<file path="src/rtl/dt_ctrl.sv">
// ---------------------------------------------------------------------------
// dt_ctrl -- dT source controller
//
// Sequences an external dT estimator (init pulse, warm-up, run) and selects
// between an externally supplied dT and the estimator output. Estimator
// configuration (alpha, k_dt, d_max) is written into a pending set at any
// time and only becomes active together with an init pulse, so the
// estimator never sees its coefficients change mid-run.
//
// Ports:
//   clk, rst_n          clock, asynchronous active-low reset
//   enable              run request (level); low forces IDLE
//   dt_mode             0 = external dT_ext, 1 = estimator est_dT
//   dT_ext              external dT, signed Q7.0
//   cfg_wr              single-cycle strobe capturing cfg_alpha/cfg_k/cfg_dmax
//   est_dT, est_valid   estimator output and its valid
//   est_init            one-cycle init pulse to the estimator
//   est_alpha/k/dmax    active configuration driven to the estimator
//   dT_out, dT_valid    selected dT (registered, one-cycle latency)
//   state               FSM state: 0 IDLE, 1 INIT, 2 WARMUP, 3 RUN
//   reinit_cnt          init pulses issued, saturating at 255
// ---------------------------------------------------------------------------
module dt_ctrl #(
    parameter int unsigned WARMUP_N  = 16,
    parameter logic [7:0]  ALPHA_RST = 8'd32,
    parameter logic [7:0]  K_RST     = 8'd0,
    parameter logic [7:0]  DMAX_RST  = 8'd127
) (
    input  logic       clk,
    input  logic       rst_n,
    input  logic       enable,
    input  logic       dt_mode,
    input  logic [7:0] dT_ext,
    input  logic       cfg_wr,
    input  logic [7:0] cfg_alpha,
    input  logic [7:0] cfg_k,
    input  logic [7:0] cfg_dmax,
    input  logic [7:0] est_dT,
    input  logic       est_valid,
    output logic       est_init,
    output logic [7:0] est_alpha,
    output logic [7:0] est_k,
    output logic [7:0] est_dmax,
    output logic [7:0] dT_out,
    output logic       dT_valid,
    output logic [1:0] state,
    output logic [7:0] reinit_cnt
);

    typedef enum logic [1:0] {
        S_IDLE   = 2'd0,
        S_INIT   = 2'd1,
        S_WARMUP = 2'd2,
        S_RUN    = 2'd3
    } state_e;

    state_e     state_q, state_d;
    logic       init_q, init_d;
    logic       pend_q, pend_d;
    logic [7:0] p_alpha_q, p_alpha_d;
    logic [7:0] p_k_q, p_k_d;
    logic [7:0] p_dmax_q, p_dmax_d;
    logic [7:0] alpha_q, alpha_d;
    logic [7:0] k_q, k_d;
    logic [7:0] dmax_q, dmax_d;
    logic [7:0] wcnt_q, wcnt_d;
    logic       mode_q, mode_d;
    logic [7:0] dt_q, dt_d;
    logic       dtv_q, dtv_d;
    logic [7:0] rcnt_q, rcnt_d;

    logic       run_hold;

    always_comb begin
        state_d   = state_q;
        pend_d    = pend_q;
        p_alpha_d = p_alpha_q;
        p_k_d     = p_k_q;
        p_dmax_d  = p_dmax_q;
        alpha_d   = alpha_q;
        k_d       = k_q;
        dmax_d    = dmax_q;
        wcnt_d    = wcnt_q;
        rcnt_d    = rcnt_q;
        mode_d    = dt_mode;
        run_hold  = 1'b0;
        dt_d      = 8'd0;
        dtv_d     = 1'b0;

        // Capture into the pending set; k_dt is clamped to its legal range.
        if (cfg_wr) begin
            p_alpha_d = cfg_alpha;
            p_k_d     = (cfg_k > 8'd7) ? 8'd7 : cfg_k;
            p_dmax_d  = cfg_dmax;
            pend_d    = 1'b1;
        end

        unique case (state_q)
            S_IDLE: state_d = S_INIT;
            S_INIT: begin
                state_d = dt_mode ? S_WARMUP : S_RUN;
                wcnt_d  = 8'd0;
            end
            S_WARMUP: begin
                if (est_valid) begin
                    if (({1'b0, wcnt_q} + 9'd1) == 9'(WARMUP_N))
                        state_d = S_RUN;
                    else
                        wcnt_d = wcnt_q + 8'd1;
                end
            end
            S_RUN: begin
                // A same-cycle cfg_wr re-inits immediately rather than a cycle
                // later; a 1->0 mode change needs no re-init.
                if (pend_q || cfg_wr || (dt_mode && !mode_q))
                    state_d = S_INIT;
            end
        endcase

        if (!enable)
            state_d = S_IDLE;

        // Config goes live on the edge into INIT so est_* and est_init move
        // together. A write landing during INIT itself stays pending and
        // triggers another init once RUN is reached.
        if (state_d == S_INIT) begin
            alpha_d = p_alpha_d;
            k_d     = p_k_d;
            dmax_d  = p_dmax_d;
            pend_d  = 1'b0;
            if (rcnt_q != 8'hFF)
                rcnt_d = rcnt_q + 8'd1;
        end

        init_d = (state_d == S_INIT);

        // Output only while staying in RUN, so the cycle spent in INIT/IDLE
        // after leaving RUN already shows dT_valid=0.
        run_hold = (state_q == S_RUN) && (state_d == S_RUN);
        if (run_hold) begin
            dt_d  = dt_mode ? est_dT : dT_ext;
            dtv_d = dt_mode ? est_valid : 1'b1;
        end
    end

    always_ff @(posedge clk or negedge rst_n) begin
        if (!rst_n) begin
            state_q   <= S_IDLE;
            init_q    <= 1'b0;
            pend_q    <= 1'b0;
            p_alpha_q <= ALPHA_RST;
            p_k_q     <= K_RST;
            p_dmax_q  <= DMAX_RST;
            alpha_q   <= ALPHA_RST;
            k_q       <= K_RST;
            dmax_q    <= DMAX_RST;
            wcnt_q    <= 8'd0;
            mode_q    <= 1'b0;
            dt_q      <= 8'd0;
            dtv_q     <= 1'b0;
            rcnt_q    <= 8'd0;
        end else begin
            state_q   <= state_d;
            init_q    <= init_d;
            pend_q    <= pend_d;
            p_alpha_q <= p_alpha_d;
            p_k_q     <= p_k_d;
            p_dmax_q  <= p_dmax_d;
            alpha_q   <= alpha_d;
            k_q       <= k_d;
            dmax_q    <= dmax_d;
            wcnt_q    <= wcnt_d;
            mode_q    <= mode_d;
            dt_q      <= dt_d;
            dtv_q     <= dtv_d;
            rcnt_q    <= rcnt_d;
        end
    end

    assign state      = state_q;
    assign est_init   = init_q;
    assign est_alpha  = alpha_q;
    assign est_k      = k_q;
    assign est_dmax   = dmax_q;
    assign dT_out     = dt_q;
    assign dT_valid   = dtv_q;
    assign reinit_cnt = rcnt_q;

endmodule

</file>
<file path="config.mk">
export PLATFORM = sky130hd
export DESIGN_NAME = dt_ctrl
export DESIGN_NICKNAME = d
export VERILOG_FILES = /design/src/rtl/dt_ctrl.sv
export SDC_FILE = /design/constraint.sdc
export NUM_CORES = 1
export LEC_CHECK = 0
export CAP_MARGIN = 5
export CORE_MARGIN = 8
export CORE_UTILIZATION = 31
export DETAILED_ROUTE_END_ITERATION = 12
export PLACE_DENSITY = 0.68
export SLEW_MARGIN = 20
export SYNTH_ARGS = -nofsm -noshare
export SYNTH_HDL_FRONTEND = slang
export SYNTH_SLANG_ARGS = --single-unit
</file>
<file path="constraint.sdc">
create_clock -name clk -period 2.7 [get_ports clk]
set_input_delay 0.54 -clock clk [delete_from_list [all_inputs] [get_ports clk]]
set_output_delay 0.54 -clock clk [all_outputs]
set_load 0.005 [all_outputs]
</file>
Yosys cells after proc, flatten, opt, wreduce, memory -nomap -nowiden --
Cells that the tools add are included.
Storage, ports and cells: input bits 46, bits in registers 78
Operators by class: $lt $le $gt $ge 1, add/sub/neg operators 3, mux-type cells 19, equal/unequal tests 9, reduce and logical (&&, ||, !) cells 10
Operators with widths (count):
- 8-bit 2-to-1 mux | 8
- 8-bit by 1-bit adder with 8-bit output, second input constant | 2
- 8-bit one-hot mux with 2 select lines | 1
- 8-bit by 1-bit adder with 9-bit output, second input constant | 1
- 9-bit by 5-bit == test with 1-bit output, second input constant | 1
- 8-bit by 3-bit greater-than comparator with 1-bit output, second input constant | 1
- 2-bit 2-to-1 mux | 4
- 8-bit inequality test, second input constant | 1
- 2-bit one-hot mux with 4 select lines | 1
- 2-bit == test, second input constant | 3
- 1-bit 2-to-1 mux | 5
- 2-bit by 1-bit == test with 1-bit output, second input constant | 2
- 2-bit inequality test, second input constant | 2
- 2-bit nonzero test | 2
- 3-bit AND reduction | 1
- 1-bit logical AND | 2
- 2-bit zero test | 1
- 1-bit logical OR | 2
- 2-bit AND reduction | 1
- 1-bit zero test | 1

Depth between registers and ports, before layout --
Gate-level depths: netlist of run 1.
word-level depth 9, depth in mapped cells 8, depth with buffers taken out 6

Least setup slack after synthesis of run 1 --
OpenSTA, ideal clock, no wires.
path kind input port to flip-flop, start point in dt_mode, end point reg alpha_q[3] (netlist: est_alpha[3]), buffers on the path 2, arrival 1752 ps, setup slack 823 ps, cell stages on the path 7, required time 2575 ps, cells stage by stage nor2b_4 -> o311a_4 -> o21ai_4 -> inv_2 -> buf_6 -> buf_6 -> mux2_4
On the way: cells in the longest elaborated chain, start to end 6, elaborated cells on any way between the ends 7, classes of those cells eq/ne: 1; mux: 4; reduce/logical: 2
RTL lines:
- start: declaration | line 32 | input logic dt_mode,
- 1-bit logical AND | line 115 | if (pend_q || cfg_wr || (dt_mode && !mode_q))
- 1-bit logical OR | line 115
- 2-bit 2-to-1 mux | line 115
- 2-bit one-hot mux with 4 select lines * | line 98 | unique case (state_q)
- 2-bit 2-to-1 mux * | line 120 | if (!enable)
- 2-bit by 1-bit == test with 1-bit output *
- net init_d | line 58 | logic init_q, init_d;
- end signal: assignment | line 169 | alpha_q <= alpha_d;
- end: declaration | line 63 | logic [7:0] alpha_q, alpha_d;
Mark *: on every way through the listed nets, which the timed path passes. The rest lies on a longest branch. A chain may end at the register's enable or synchronous reset.

Worst setup path in the final report of run 1 --
start point in dt_mode, end point reg alpha_q[3] (netlist: est_alpha[3])
On the way: cells in the longest elaborated chain, start to end 6, elaborated cells on any way between the ends 7, classes of those cells eq/ne: 1; mux: 4; reduce/logical: 2
RTL lines:
- 1-bit logical AND | line 115
- 1-bit logical OR | line 115
- 2-bit 2-to-1 mux | line 115
- 2-bit one-hot mux with 4 select lines * | line 98
- 2-bit 2-to-1 mux * | line 120
- 2-bit by 1-bit == test with 1-bit output * | line 126 | if (state_d == S_INIT) begin
Mark *: on every way between the ends. The rest lies on a longest branch, timed or not.

==> reports/metrics.json, run 1 <==
{
  "outcome": "complete, no violations",
  "critPathRequiredTime_ns": 2.93,
  "netlist.area_leader.share_pct": 47.2,
  "rsz_0062_raised_after_global_routing": "false",
  "die_width_um": 119,
  "cts_htree_levels": 3,
  "area_delta_synth_final_pct": 37.7,
  "highest-signal-layer": "met4",
  "synth_ff_type": "dfrtp_1",
  "pwr_density_cell_mw_per_mm2": 687,
  "fin_nets": 391,
  "async_flop_share_pct": 100,
  "timing.final.crit_period_ns": 2.05,
  "tightestPinTransition_ns": 0.966,
  "ys_top_cells_by_area": "dfrtp_1 47%, dfstp_2 13%, mux2_2 12%",
  "timing.rr.start": "wcnt_q[0]",
  "antenna_cells_inserted": 0,
  "last_weighted_congestion_value_of_the_routability_driven_placer": 0.796,
  "synth_xor_area_share_pct": 2.13,
  "avgRoutedWirePerCell_um": 15.1,
  "std_cell_rows": 37,
  "cts_tree": "built",
  "hp_class": "input port to asynchronous set/reset pin",
  "number_of_flops_mapped_to_enable_cells_by_yosys": 0,
  "nFillCells": 971,
  "cellLeakagePower_nw": 1.92,
  "avgSynthCellArea_um2": 13.2,
  "syn-instance-count": 249,
  "final-hold-violation-count": 0,
  "worst-endpoint-arrival_ns": 2.28,
  "floorplan.initialDensity_pct": 31.9,
  "synth_top_family_by_area": "multiplexers",
  "fmax_mhz": 489,
  "totalWireLength_um": 7310,
  "yosys_warnings": 0,
  "postCtsHoldBufs": 0,
  "crit_path_end_kind": "register",
  "placed_cell_areas_mm2": 0.00433,
  "final_core_utilization_pct": 43.9,
  "met1Wirelength_um": 3300,
  "fin_skew_ns": 0.00625,
  "core_region_area_mm2": 0.0103,
  "timing.final.crit_share_pct": 75.8,
  "synth_simple_gate_area_share_pct": 10.8,
  "crit_path_top_delay_cell": "clkdlybuf4s50_1",
  "hold_slack_ns": 0.328,
  "dieArea_mm2": 0.0142,
  "crit_start": "dt_mode",
  "dp_hpwl_um": 5150,
  "postCtsSetupBuffers": 0,
  "critical_path_cell_sequence": "clkdlybuf4s50_1 > nor2b_4 > o311a_4 > o21ai_4 > inv_2 > buf_12 > mux2_4",
  "synth.mux.area_fraction_pct": 16.2,
  "synth-seq-area-share_pct": 59.9,
  "area_occupied_by_multi_input_gates_mm2": 0.00125,
  "design.portCount": 90,
  "seqCellArea_mm2": 0.00197,
  "worst_setup_path_endpoint": "est_alpha[3]",
  "finalSetupViolations": 0,
  "cp_slowest_stage_delay_ns": 0.42,
  "layout-drive-gt1-share_pct": 23.9,
  "critPathKind": "input port to register",
  "die_y_um": 119,
  "post_drt_via_cell_ratio": 4.72,
  "place.port_buffers": 89,
  "numCtsBuffers": 9,
  "finalMaxSlewViolations": 0,
  "drtPass1Iterations": 4,
  "globalRouteOverflowTotal": 0,
  "worst_skew_pair.late_latency_ns": 0.35,
  "route.antenna.remaining_nets": 0,
  "report.power.total_w": 0.00311,
  "clk_pin_slew_ns": 0.08,
  "first_global_vias": 2487,
  "synth.net_count": 298,
  "antenna_found_initial": 0,
  "drt_iter0_drc": 80,
  "clock_sink_count": 78,
  "irDropWorstVdd_v": 0.000397,
  "synth-compound-area-share_pct": 7.76,
  "max_cap_viols": 0,
  "met2WireLength_um": 3480,
  "totalNegativeSetupSlack_ns": 0,
  "drcViolationCount": 0,
  "worst_r2r_endpoint": "wcnt_q[4]",
  "cts_resized": 0,
  "yosys.area_share.adder_pct": 1.14,
  "timing.reg2reg.worst_path_depth": 5,
  "grt_max_degree": 79,
  "slew_headroom_pct": 35.6,
  "worstSetupStartpointType": "input port",
  "final_area_mm2": 0.00453,
  "post_synth_instance_area_mm2": 0.00329,
  "path_max_fanout": 22,
  "postSynthRegisterBits": 78,
  "cts_root_buf": "clkbuf_8",
  "grtUsageTotal_pct": 10.9,
  "synthDistinctLibCells": 43,
  "cts-root-to-sink-buffers": 2,
  "grt_first_pass_wirelength_um": 12500,
  "vias": 2279,
  "post-synth-top-area-cell": "dfrtp_1",
  "detailroute.wirelength.met3_um": 416,
  "r2r_slack_ns": 0.72
}
[power breakdown]
part / internal [W] / total [W] / leakage, nW / switching [W]
clock network: 0.000440 / 0.000893 / 0.102 / 0.000453
registers: 0.00137 / 0.00151 / 0.955 / 0.000139
logic: 0.000466 / 0.000706 / 0.859 / 0.000241
[cell usage in the layout (no fill, tap or decap), types with 2 or more instances in the layout]
cell type and instances:
clkdlybuf4s50_1 88, dfrtp_1 62, mux2_2 35, nand2_1 18, nor2_1 16, dfstp_2 16
clkbuf_8 9, nor2b_1 8, a21oi_1 8, mux2i_1 8, and3_1 7, nand4_1 7
xnor2_1 6, a31oi_1 5, nand3_1 4, mux2_4 4, o22a_1 3, ha_1 3
buf_4 3, xor2_1 2, nor3_1 2, nand3b_1 2, o21ai_0 2, nand2b_1 2
a32o_1 2, inv_6 2
[cell families after synthesis]
group,Yosys count
xor+xnor,8
buf+inv,12
simple gates,70
compound gates,31
flops,78
fa+ha+maj,3
mux,47
[cell type report]
cell class,count,area share (%)
clock buffers,9,2.73
clock inverters,7,1.77
inverters,2,0.166
multi-input cells,159,27.7
flip-flops and latches,78,43.5
well taps,136,3.76
repair buffers,92,20.4
[how the worst min path moves through the flow]
stage	to	cells past startpoint
after global placement	p_alpha_q[1]	1
after global routing	dT_out[7]	1
final	dT_out[5]	1
after CTS	dT_out[5]	1
after floorplan	dT_out[0]	0
after detailed placement	p_alpha_q[7]	1
[registers in the layout, indices dropped and copies added, names as in the netlist]
register	cells
pend_q	1
reinit_cnt	8
p_dmax_q	8
p_alpha_q	8
wcnt_q	8
est_alpha	8
dT_valid	1
est_dmax	8
est_k	8
mode_q	1
state	2
p_k_q	8
est_init	1
dT_out	8
[Yosys cell counts (all sizes together) (4+ instances only)]
| master | instances |
|---|---|
| a21oi | 8 |
| a31oi | 5 |
| and3 | 7 |
| buf | 7 |
| dfrtp | 62 |
| dfstp | 16 |
| mux2 | 39 |
| mux2i | 8 |
| nand2 | 18 |
| nand3 | 4 |
| nand4 | 7 |
| nor2 | 16 |
| nor2b | 9 |
| xnor2 | 6 |
[routing by layer]
metal  GRT usage [%]  vias to the layer above
met5               0                        -
met4            4.03                        0
met3            4.06                        5
met2            17.5                       70
met1            13.1                     1133
li1                -                     1071
[critical path, delay by kind of cell]
family / cells / cell delay (ns)
multiplexers: 1 / 0.30
buffers and inverters: 3 / 0.75
AND/OR/NAND/NOR: 1 / 0.14
AO/OA/AOI/OAI: 2 / 0.54
[per-stage QoR]
stage          worst slack, ns  cells
6_report                 0.653    483
5_1_grt                  0.577    483
4_1_cts                  0.656    483
3_5_place_dp             0.269    467
3_3_place_gp             0.304    467
2_1_floorplan            0.823    249
(Power assumes the default switching activity.)
==> run 2: changes to the inputs <==
clock period = 2.1 ns   (was 2.7 ns; I/O delays follow)
==> run 2 against run 1 <==
  * Global-route usage rose by 0.23 points
  * Cell count rose by 2.1%
  * Clock skew up 0.0059 ns
  * Via count grew 1.9%
  * Sequential share of layout area is 0.69 points lower
  * Largest cell class unchanged
  * Largest power group unchanged
  * Highest routed layer unchanged
==> reports/metrics.json, run 2 (same netlist as run 1, synthesis figures left out) <==
{
  "vias": 2323,
  "die_y_um": 119,
  "placed_cells_incl_taps": 475,
  "design.portCount": 90,
  "fmax_mhz": 507,
  "worst_skew_pair.late_latency_ns": 0.35,
  "finalMaxSlewViolations": 0,
  "worstSetupStartpointType": "register",
  "critPathKind": "register to register",
  "p_clk_share_pct": 27.3,
  "critPathRequiredTime_ns": 2.37,
  "antenna_found_initial": 0,
  "switchingPower_w": 0.00112,
  "drcViolationCount": 0,
  "final-hold-violation-count": 0,
  "clock_sink_count": 78,
  "area_delta_synth_final_pct": 39.9,
  "worst-endpoint-arrival_ns": 2.25,
  "cts_htree_levels": 3,
  "rsz_0062_raised_after_global_routing": "false",
  "tightestPinTransition_ns": 0.485,
  "postCtsHoldBufs": 0,
  "timing.reg2reg.worst_path_depth": 6,
  "final_core_utilization_pct": 44.6,
  "dieArea_mm2": 0.0142,
  "numCtsBuffers": 9,
  "fin_nets": 401,
  "cts_tree": "built",
  "route.antenna.remaining_nets": 0,
  "totalWireLength_um": 7550,
  "post_drt_via_cell_ratio": 4.71,
  "dp_hpwl_um": 5390,
  "intPower_w": 0.00284,
  "drtPass1Iterations": 4,
  "antenna_cells_inserted": 0,
  "cellLeakagePower_nw": 1.96,
  "core_region_area_mm2": 0.0103,
  "grtUsageTotal_pct": 11.1,
  "timing.final.crit_period_ns": 1.97,
  "avgRoutedWirePerCell_um": 15.3,
  "clk_pin_slew_ns": 0.09,
  "floorplan.initialDensity_pct": 31.9,
  "fin_skew_ns": 0.0122,
  "outcome": "complete, no violations",
  "final_cell_mix": "88 x clkdlybuf4s50_1, 62 x dfrtp_1, 35 x mux2_2",
  "globalRouteOverflowTotal": 0,
  "cts-root-to-sink-buffers": 2,
  "place.port_buffers": 89,
  "slew_headroom_pct": 67.6,
  "pwr_density_cell_mw_per_mm2": 859,
  "timing.final.crit_share_pct": 94.0,
  "hp_class": "input port to asynchronous set/reset pin",
  "layout.cells.non_filler": 493,
  "cts_root_buf": "clkbuf_8",
  "layout-drive-gt1-share_pct": 26.3,
  "max_cap_viols": 0,
  "comb_power_share_pct": 23.6,
  "irDropWorstVdd_v": 0.000599,
  "seqPwrFrac_pct": 49.1,
  "last_weighted_congestion_value_of_the_routability_driven_placer": 0.772,
  "grt_first_pass_wirelength_um": 12900,
  "std_cell_rows": 37,
  "crit_path_end_kind": "register",
  "path_max_fanout": 7,
  "drt_iter0_drc": 79,
  "grt_max_degree": 38,
  "first_global_vias": 2460,
  "die_width_um": 119,
  "final_common_cell": "clkdlybuf4s50_1",
  "switching_share_pct": 28.2,
  "finalSetupViolations": 0
}
-- run 2: final cells by class --
class / count / area (µm²)
fillers: 962 / 5720
flip-flops and latches: 78 / 1970
multi-input cells: 159 / 1250
repair buffers: 102 / 1010
well taps: 136 / 170
clock buffers: 9 / 124
clock inverters: 7 / 62.6
inverters: 2 / 7.51
-- run 2: path summary, 6_finish.rpt --
check | end | from | slack [ns]
max in group asynchronous | est_dmax[2] | rst_n | 1.44
setup / recovery | wcnt_q[3] | wcnt_q[0] | 0.13
hold reg to reg | est_k[1] | est_k[1] | 0.48
hold / removal | wcnt_q[5] | rst_n | 0.03
min in group clk | est_k[1] | est_k[1] | 0.48
setup reg to reg | wcnt_q[3] | wcnt_q[0] | 0.13
-- run 2: worst max-delay path: stages, from the launching register on --
cell	delay [ns]
dfrtp_1	0.47
and3_1	0.25
and3_1	0.23
o32ai_2	0.26
nand4_1	0.30
buf_4	0.24
a31oi_1	0.14
-- run 2: metal layers --
| layer | vias to the layer above | part of all wire [%] | track usage (%) |
|---|---|---|---|
| met4 | 0 | 1.3 | 4.03 |
| met2 | 60 | 48 | 17.2 |
| li1 | 1095 | - | - |
| met5 | - | 0 | 0 |
| met3 | 9 | 4.5 | 3.68 |
| met1 | 1159 | 46 | 14.2 |
-- run 2: stage by stage --
| stage | power [W] | TNS [ns] | worst slack (ns) | hold WS, ns | cell area [µm²] |
|---|---|---|---|---|---|
| global route | 0.00419 | 0 | 0.0134 | 0.0399 | 4600 |
| global placement | 0.00290 | -0.0499 | -0.0168 | 0.415 | 4400 |
| floorplan | 0.00232 | 0 | 0.343 | 0.124 | 3290 |
| finish | 0.00395 | 0 | 0.127 | 0.0279 | 4600 |
| CTS | 0.00401 | 0 | 0.167 | 0.0330 | 4580 |
| detailed placement | 0.00292 | -0.149 | -0.0340 | 0.424 | 4400 |
-- run 2: power by group through the flow --
stage               registers [W]  clock network [W]  logic [W]
floorplan                 0.00195                  0   0.000370
CTS                       0.00194            0.00111   0.000956
global placement          0.00197                  0   0.000931
global route              0.00198            0.00118    0.00103
detailed placement        0.00197                  0   0.000949
finish                    0.00194            0.00108   0.000933
-- run 2: what timing repair did --
action | 4_1_cts | 5_1_grt
gates resized for setup | 0 | 1
setup buffers | 0 | 2
hold endpoints to repair | 0 | 0
setup endpoints to repair | 0 | 3
